<file path="src/rtl/riscv_ctl_pkg.sv">
// riscv_ctl_pkg: opcode constants, sequencer state encoding and the NOP word shared by the decode-stage control
package riscv_ctl_pkg;
  localparam logic [6:0] LUI   = 7'b0110111;
  localparam logic [6:0] AUIPC = 7'b0010111;
  localparam logic [6:0] JAL   = 7'b1101111;
  localparam logic [6:0] JALR  = 7'b1100111;
  localparam logic [6:0] BCC   = 7'b1100011;
  localparam logic [6:0] LCC   = 7'b0000011;
  localparam logic [6:0] SCC   = 7'b0100011;
  localparam logic [6:0] MCC   = 7'b0010011;
  localparam logic [6:0] RCC   = 7'b0110011;
  localparam logic [6:0] MAC   = 7'b1111111;
  localparam logic [31:0] NOP  = 32'h00000013;
  typedef enum logic [1:0] {RUN = 2'd0, LU_STALL = 2'd1, MAC_BUSY = 2'd2} state_t;
endpackage

</file>
<file path="src/rtl/hazard_detect.sv">
// hazard_detect: operand-use decode of the IF/ID instruction and the load-use comparator against ID/EX
module hazard_detect
  import riscv_ctl_pkg::*;
(
  input  logic [31:0] i_instr,
  input  logic [4:0]  i_ex_rd,
  input  logic        i_ex_memread,
  output logic        o_lu_haz,
  output logic        o_is_mac
);
  logic [6:0] w_op;
  logic [4:0] w_rs1, w_rs2;
  logic       w_use_rs1, w_use_rs2, w_unused;
  assign w_op      = i_instr[6:0];
  assign w_rs1     = i_instr[19:15];
  assign w_rs2     = i_instr[24:20];
  assign w_unused  = ^{i_instr[31:25], i_instr[14:7]};
  assign w_use_rs1 = !(w_op == LUI || w_op == AUIPC || w_op == JAL);
  assign w_use_rs2 = w_op == RCC || w_op == SCC || w_op == BCC || w_op == MAC;
  assign o_is_mac  = w_op == MAC;
  assign o_lu_haz  = i_ex_memread && i_ex_rd != 5'd0 &&
                     ((w_use_rs1 && w_rs1 == i_ex_rd) || (w_use_rs2 && w_rs2 == i_ex_rd));
endmodule

</file>
<file path="src/rtl/pipe_hazard_ctrl.sv">
// pipe_hazard_ctrl: IF/ID -> ID/EX sequencer for load-use stalls, branch flushes and multi-cycle MAC holds.
// Optional HAZARD_PERF_EN adds stall_cycles / flush_count performance counters.
module pipe_hazard_ctrl
  import riscv_ctl_pkg::*;
#(
  parameter int LU_BUBBLES = 1,
  parameter int MAC_LAT    = 3
) (
  input  logic        clk,
  input  logic        reset,
  input  logic [31:0] id_instr,
  input  logic [4:0]  ex_rd,
  input  logic        ex_memread,
  input  logic        ex_br_taken,
  output logic        pc_write,
  output logic        ifid_write,
  output logic        ifid_flush,
  output logic        idex_bubble,
  output logic        ex_hold,
  output logic [1:0]  busy_state
`ifdef HAZARD_PERF_EN
  ,
  output logic [31:0] stall_cycles,
  output logic [31:0] flush_count
`endif
);
  localparam logic [3:0] LU_CNT  = 4'(LU_BUBBLES > 1 ? LU_BUBBLES - 2 : 0);
  localparam logic [3:0] MAC_CNT = 4'(MAC_LAT - 2);
  if (LU_BUBBLES < 1 || LU_BUBBLES > 3) begin : g_bad_lu
    $error("pipe_hazard_ctrl: LU_BUBBLES must be 1..3");
  end
  if (MAC_LAT < 2 || MAC_LAT > 15) begin : g_bad_mac
    $error("pipe_hazard_ctrl: MAC_LAT must be 2..15");
  end
  state_t     r_state;
  logic [3:0] r_cnt;
  logic       w_lu_haz, w_is_mac, w_run, w_flush, w_stall, w_hold;
  hazard_detect u_hd (
    .i_instr      (id_instr),
    .i_ex_rd      (ex_rd),
    .i_ex_memread (ex_memread),
    .o_lu_haz     (w_lu_haz),
    .o_is_mac     (w_is_mac)
  );
  // the unused encoding 3 behaves exactly like RUN
  assign w_run       = !(r_state == LU_STALL || r_state == MAC_BUSY);
  assign w_flush     = ex_br_taken && (w_run || r_state == LU_STALL);
  assign w_stall     = !w_flush && ((w_run && w_lu_haz) || r_state == LU_STALL);
  assign w_hold      = r_state == MAC_BUSY;
  assign pc_write    = !reset && !w_stall && !w_hold;
  assign ifid_write  = !reset && !w_stall && !w_hold;
  assign ifid_flush  = reset || w_flush;
  assign idex_bubble = reset || w_flush || w_stall;
  assign ex_hold     = !reset && w_hold;
  assign busy_state  = reset ? 2'd0 : r_state;
  always_ff @(posedge clk or posedge reset) begin
    if (reset) begin
      r_state <= RUN;
      r_cnt   <= 4'd0;
    end else if (r_state == MAC_BUSY || (r_state == LU_STALL && !ex_br_taken)) begin
      r_state <= r_cnt == 4'd0 ? RUN : r_state;
      r_cnt   <= r_cnt == 4'd0 ? 4'd0 : r_cnt - 4'd1;
    end else if (ex_br_taken) begin
      r_state <= RUN;
      r_cnt   <= 4'd0;
    end else if (w_lu_haz) begin
      r_state <= LU_BUBBLES > 1 ? LU_STALL : RUN;
      r_cnt   <= LU_CNT;
    end else if (w_is_mac) begin
      r_state <= MAC_BUSY;
      r_cnt   <= MAC_CNT;
    end else begin
      r_state <= RUN;
      r_cnt   <= 4'd0;
    end
  end
`ifdef HAZARD_PERF_EN
  logic [31:0] r_stall_cycles, r_flush_count;
  always_ff @(posedge clk or posedge reset) begin
    if (reset) begin
      r_stall_cycles <= 32'd0;
      r_flush_count  <= 32'd0;
    end else begin
      r_stall_cycles <= r_stall_cycles + {31'd0, !pc_write};
      r_flush_count  <= r_flush_count + {31'd0, ifid_flush};
    end
  end
  assign stall_cycles = r_stall_cycles;
  assign flush_count  = r_flush_count;
`endif
endmodule

</file>
<file path="config.mk">
export PLATFORM = sky130hd
export DESIGN_NAME = pipe_hazard_ctrl
export DESIGN_NICKNAME = d
export VERILOG_FILES = /design/src/rtl/riscv_ctl_pkg.sv /design/src/rtl/hazard_detect.sv /design/src/rtl/pipe_hazard_ctrl.sv
export SDC_FILE = /design/constraint.sdc
export NUM_CORES = 1
export LEC_CHECK = 0
export ABC_AREA = 1
export CAP_MARGIN = 5
export CORE_MARGIN = 2
export CORE_UTILIZATION = 30
export DETAILED_ROUTE_END_ITERATION = 10
export PLACE_DENSITY = 0.76
export SYNTH_ARGS = -nofsm -noshare
export SYNTH_HDL_FRONTEND = slang
export SYNTH_SLANG_ARGS = --single-unit
</file>
<file path="constraint.sdc">
create_clock -name clk -period 1.3 [get_ports clk]
set_input_delay 0.26 -clock clk [delete_from_list [all_inputs] [get_ports clk]]
set_output_delay 0.26 -clock clk [all_outputs]
set_load 0.01 [all_outputs]
</file>
==> results.toml, run 1 <==
[min_path]
hp-class = "input pin to async pin"

[clock_tree]
clk_pin_slew_ns = 0.04
cts_made_buffers = 3
hold_buffers = 0
cts_buffer_depth = 2
cts-root-buf = "clkbuf_4"
h-tree-depth = 1
insertion_delay_ns = 0.24
clock-sinks = 5
cts_tree = "yes"

[synthesis]
synth.avg_cell_area_sq_um = 6.30
yosys-top-cells-area = "dfrtp_1, nand2_1, nor2_1, xnor2_1, inv_1"
synth_fa_ha_area_frac = 0.0442
syn_area_sq_um = 567
muxShareOfSynthArea = 0
ys_ff_latch = 5
synth_compound_area_frac = 0.0397
yosysSeqAreaShare = 0.221
yosys.area_share.simple = 0.417
synth_top_area_share = 0.221
syn_nets = 133
synth-xor-area-share = 0.139
yosys.area.top_type = "dfrtp_1"
yosysUniqueCellTypes = 20
syn_inst = 90
synth_top_family_by_area = "simple AND/OR/NAND/NOR gates"
ys_warn_count = 0

[final_layout]
fin_cells = 153
drive_gt1_frac = 0.500
stdcell_area_sq_um = 966
diodes = 0
nNetsFinal = 172
final_util = 0.553
fill_cells = 184
syn2layout_area_growth_pct = 70.4

[worst_setup_path]
cp_slowest_stage_delay_ns = 0.11
crit_chain = "buf_6, nand2_2, inv_2, nand2_1, nor2_1, nor2_1, nand3_1, nand2_2, nand3_2, nand2_2, inv_2, buf_6"
end_kind = "output pin"
slowest_stage = "buf_6"
crit_type = "input pin to output pin"
r2r_cells = 6
critical_path.max_fanout = 2
cp.arrival_ns = 1.13
crit_path_frequent_cell = "nand2_2"
worstPathRequired_ns = 1.04
crit_path_start_kind = "input pin"

[status]
violations = "negative setup slack"
status = "complete, but fails checks"

[placed_design]
dpl_cell_area_sq_um = 923
portBuffers = 31
placed_cells = 148
gp_congestion = 0.838
dp_hpwl_microns = 1170

[global_route]
grt_remaining_overflow = 0
grt_pass1_vias = 640
grt_pass1_wl_microns = 2330
antenna_found_initial = 0
grt_usage = 0.144
grt_max_degree = 6

[sta]
hold_viol_final = 0
rsz0062_at_grt = "true"
max_freq_ghz = 0.719
period_share = 1.07
fin_crit_ns = 1.39
skew_ns = 0.00361
maxSlewViolCount = 0
setup_ws_ns = -0.0902
tns_ns = -0.242
setup_viol = 3

[drt]
ant_nets = 0
wl_microns = 1360
wl_per_cell_microns = 8.90
vias = 649
first_iter_violations = 4
drc = 0
vias_per_cell = 4.24
first_pass_iters = 3

[power]
p_per_area_nw_per_um2 = 543
vdd_drop_max_mv = 0.261
p_total_uw = 524
leakagePower_nw = 0.527

[floorplanning]
core-area_sq_um = 1750
die_x_microns = 47.5
die-area_sq_um = 2250
ios = 48
rows = 15
start_util = 0.325
die_y_microns = 47.5

[job]
cap_violations = 0
-- repair_timing --
item                                    4_1_cts  5_1_grt
pin swaps                                    29       13
setup buffers                                 1        0
endpoints found under the setup margin        8        6
gates resized for setup                     131       14
gates cloned                                  0        0
-- placed cells by master, fill, tap and decap left out, types with 2 or more instances in the layout --
| cell | instances |
|---|---|
| nand2_1 | 19 |
| buf_2 | 12 |
| buf_6 | 12 |
| nor2_1 | 11 |
| inv_1 | 7 |
| inv_2 | 7 |
| buf_4 | 7 |
| nand2_2 | 6 |
| nor2_2 | 6 |
| xnor2_2 | 5 |
| dfrtp_1 | 5 |
| dlygate4sd2_1 | 4 |
| nand3_1 | 3 |
| xor2_1 | 3 |
| nand3_2 | 3 |
| clkbuf_4 | 3 |
| nor3_1 | 2 |
| ha_1 | 2 |
-- worst max-delay path, delay by kind of cell --
family	cells	cell delay, ns
AND/OR/NAND/NOR	8	0.57
buffers and inverters	4	0.28
-- cell usage after synthesis --
library cell and count:
buf_4 3, dfrtp_1 5, nor2_2 2, nand3_2 3, inv_1 13, ha_1 2
nand3b_1 1, inv_2 1, conb_1 1, nand4_1 1, nand2_2 2, a21oi_1 2
xor2_1 3, o21ai_0 1, xnor2_1 6, nor2_1 15, nor3_1 2, o21a_1 1
nand3_1 3, nand2_1 23
-- state kept, by name, indices dropped and copies added, names as in the netlist --
name     count
r_cnt        4
r_state      1
-- power breakdown --
part           leakage, nW  internal, mW  switching (mW)
clock               0.0150         0.116          0.0621
combinational        0.442         0.107          0.0823
sequential          0.0699         0.156        0.000165
-- layout make-up --
type | count | area, sq um | share of cell area
sequential | 5 | 125 | 0.130
clock buffer | 4 | 26.3 | 0.0272
inverter | 14 | 52.6 | 0.0544
tap | 25 | 31.3 | 0.0324
timing repair buffer | 37 | 303 | 0.313
multi-input combinational | 68 | 428 | 0.443
-- through the flow --
step / setup slack [ns] / hold slack (ns)
2_1_floorplan: 0.0128 / 0.0385
3_3_place_gp: -0.877 / 0.503
3_5_place_dp: -0.911 / 0.510
4_1_cts: -0.130 / 0.119
5_1_grt: -0.176 / 0.153
6_report: -0.0902 / 0.129
-- cells by family (layout without fill, tap and decap cells) --
| group | after synthesis | count (layout) |
|---|---|---|
| buffers and inverters | 17 | 55 |
| XOR/XNOR | 9 | 9 |
| AND/OR/NAND/NOR | 52 | 52 |
| AO/OA/AOI/OAI | 4 | 4 |
| other | 1 | 1 |
| adder cells (fa/ha/maj) | 2 | 2 |
| flip-flops | 5 | 5 |
-- path summary, 6_finish.rpt --
kind                              from  slack, ns  endpoint
setup / recovery           id_instr[0]      -0.09  pc_write
hold / removal                   reset       0.13  r_cnt[0]
setup reg to reg              r_cnt[0]       0.19  r_cnt[3]
hold reg to reg               r_cnt[3]       0.51  r_cnt[3]
max in group asynchronous        reset       0.99  r_cnt[3]
min in group clk              r_cnt[3]       0.51  r_cnt[3]
-- routing by layer --
layer	part of all wire	vias up	global-route usage
met5	0	-	0
met4	0.021	0	0.0944
met3	0.071	4	0.0151
met2	0.56	23	0.273
met1	0.35	277	0.146
li1	-	345	-
Power figures use the tool's default switching activity.
==> run 2: changes to the inputs <==
--- a/constraint.sdc
+++ b/constraint.sdc
@@ -3,2 +3,2 @@
 set_output_delay 0.26 -clock clk [all_outputs]
-set_load 0.01 [all_outputs]
+set_load 0.05 [all_outputs]
==> run 2 against run 1 <==
The run still ends with negative setup slack left; clock power decreased by 4%; hold slack better by 0.030 ns; sequential cell count unchanged; total power increased by 7.4%; fmax shrank 10%; clock skew shrank 0.0018 ns; non-clock buffer count increased by 1; wire length is 11% higher; setup slack got worse by 0.16 ns; final cell count is 0.65% higher; sequential share of layout area fell by 1.2 points; critical path type unchanged; critical endpoint is now ifid_write.
==> results.toml, run 2 (same netlist as run 1, synthesis figures left out) <==
[clock_tree]
cts_tree = "yes"
hold_buffers = 0
insertion_delay_ns = 0.23
clock-sinks = 5
cts_made_buffers = 3
cts_buffer_depth = 2
cts-root-buf = "clkbuf_4"
clk_pin_slew_ns = 0.04
h-tree-depth = 1

[floorplanning]
die-area_sq_um = 2250
core-area_sq_um = 1750
die_x_microns = 47.5
die_y_microns = 47.5
start_util = 0.325
rows = 15
ios = 48

[drt]
wl_microns = 1520
ant_nets = 0
first_iter_violations = 7
drc = 0
vias_per_cell = 4.42
vias = 680
first_pass_iters = 4
wl_per_cell_microns = 9.84

[sta]
hold_viol_final = 0
fin_crit_ns = 1.55
hold_ws_ns = 0.159
maxSlewViolCount = 0
setup_ws_ns = -0.248
period_share = 1.19
max_freq_ghz = 0.646
rsz0062_at_grt = "true"
skew_ns = 0.00185
tns_ns = -0.694
setup_viol = 6

[worst_setup_path]
slowest_stage = "buf_8"
crit_path_frequent_cell = "nand2_2"
worstPathRequired_ns = 1.04
crit_chain = "buf_6, nand2_4, inv_2, nand2_2, nor2_1, nor2_1, nand3_1, nand2_2, nand3_2, nand2_2, clkinvlp_4, buf_8"
r2r-start = "r_state[1]"
critical_path.max_fanout = 2
cp.arrival_ns = 1.29
cp_top_family = "simple AND/OR/NAND/NOR gates"
crit_path_start_kind = "input pin"
crit_path_start = "id_instr[1]"
cp_slowest_stage_delay_ns = 0.16
crit_type = "input pin to output pin"
end_kind = "output pin"
cp_num_buf_inv = 4

[job]
cap_violations = 0

[final_layout]
multi_input_area_sq_um = 447
drive_gt1_frac = 0.504
diodes = 0
final_util = 0.614
nNetsFinal = 173
syn2layout_area_growth_pct = 89.0
layout_common_cells = "nand2_1, nor2_1, buf_6"
final_common_cell = "nand2_1"
seq_area_sq_um = 126
largest_reg_flops = 4
reg.largest.list = "r_cnt (4), r_state (1)"
fill_cells = 167
regMostFlops = "r_cnt"

[power]
leakagePower_nw = 0.550
p_total_uw = 563
p_per_area_nw_per_um2 = 526
vdd_drop_max_mv = 0.493

[placed_design]
portBuffers = 31
gp_congestion = 0.739
dp_hpwl_microns = 1130
place_ws_ns = -0.680

[status]
violations = "negative setup slack"
status = "complete, but fails checks"

[global_route]
grt_remaining_overflow = 0
grt_pass1_wl_microns = 2450
grt_usage = 0.151
grt_pass1_vias = 694
antenna_found_initial = 0
grt_max_degree = 6

[min_path]
hp-class = "input pin to async pin"
## run 2: power by group
group | internal, mW | leakage (nW) | switching, mW
Clock | 0.115 | 0.0150 | 0.0547
Sequential | 0.157 | 0.0682 | 0.000237
Combinational | 0.119 | 0.467 | 0.117
Total | 0.391 | 0.550 | 0.172
## run 2: per-layer routing
| layer | vias to the layer above | GRT usage | routed length, microns |
|---|---|---|---|
| met1 | 300 | 0.134 | 552 |
| met5 | - | 0 | 0 |
| met2 | 27 | 0.322 | 847 |
| met4 | 0 | 0.0444 | 10 |
| li1 | 351 | - | - |
| met3 | 2 | 0.0377 | 104 |
## run 2: repair_timing
item / 4_1_cts / 5_1_grt
setup buffers: 7 / 2
pin swaps: 32 / 9
endpoints found under the setup margin: 8 / 8
gates resized for setup: 122 / 9
## run 2: metrics by stage
stage	instances	cell area, sq um
6_report	154	1070
5_1_grt	154	1070
4_1_cts	154	1050
3_5_place_dp	145	962
3_3_place_gp	145	962
2_1_floorplan	90	601
## run 2: area by class of cell
type / instances / share of cell area
sequential: 5 / 0.118
tap: 25 / 0.0292
clock buffer: 4 / 0.0245
inverter: 14 / 0.0526
timing repair buffer: 38 / 0.359
multi-input combinational: 68 / 0.417
## run 2: worst paths after layout
path	to	slack (ns)	cells past startpoint
min in group clk	r_cnt[3]	0.52	1
hold / removal	r_cnt[3]	0.16	2
setup reg to reg	r_cnt[3]	0.18	5
hold reg to reg	r_cnt[3]	0.52	1
setup / recovery	ifid_write	-0.25	12
max in group asynchronous	r_state[1]	0.96	2
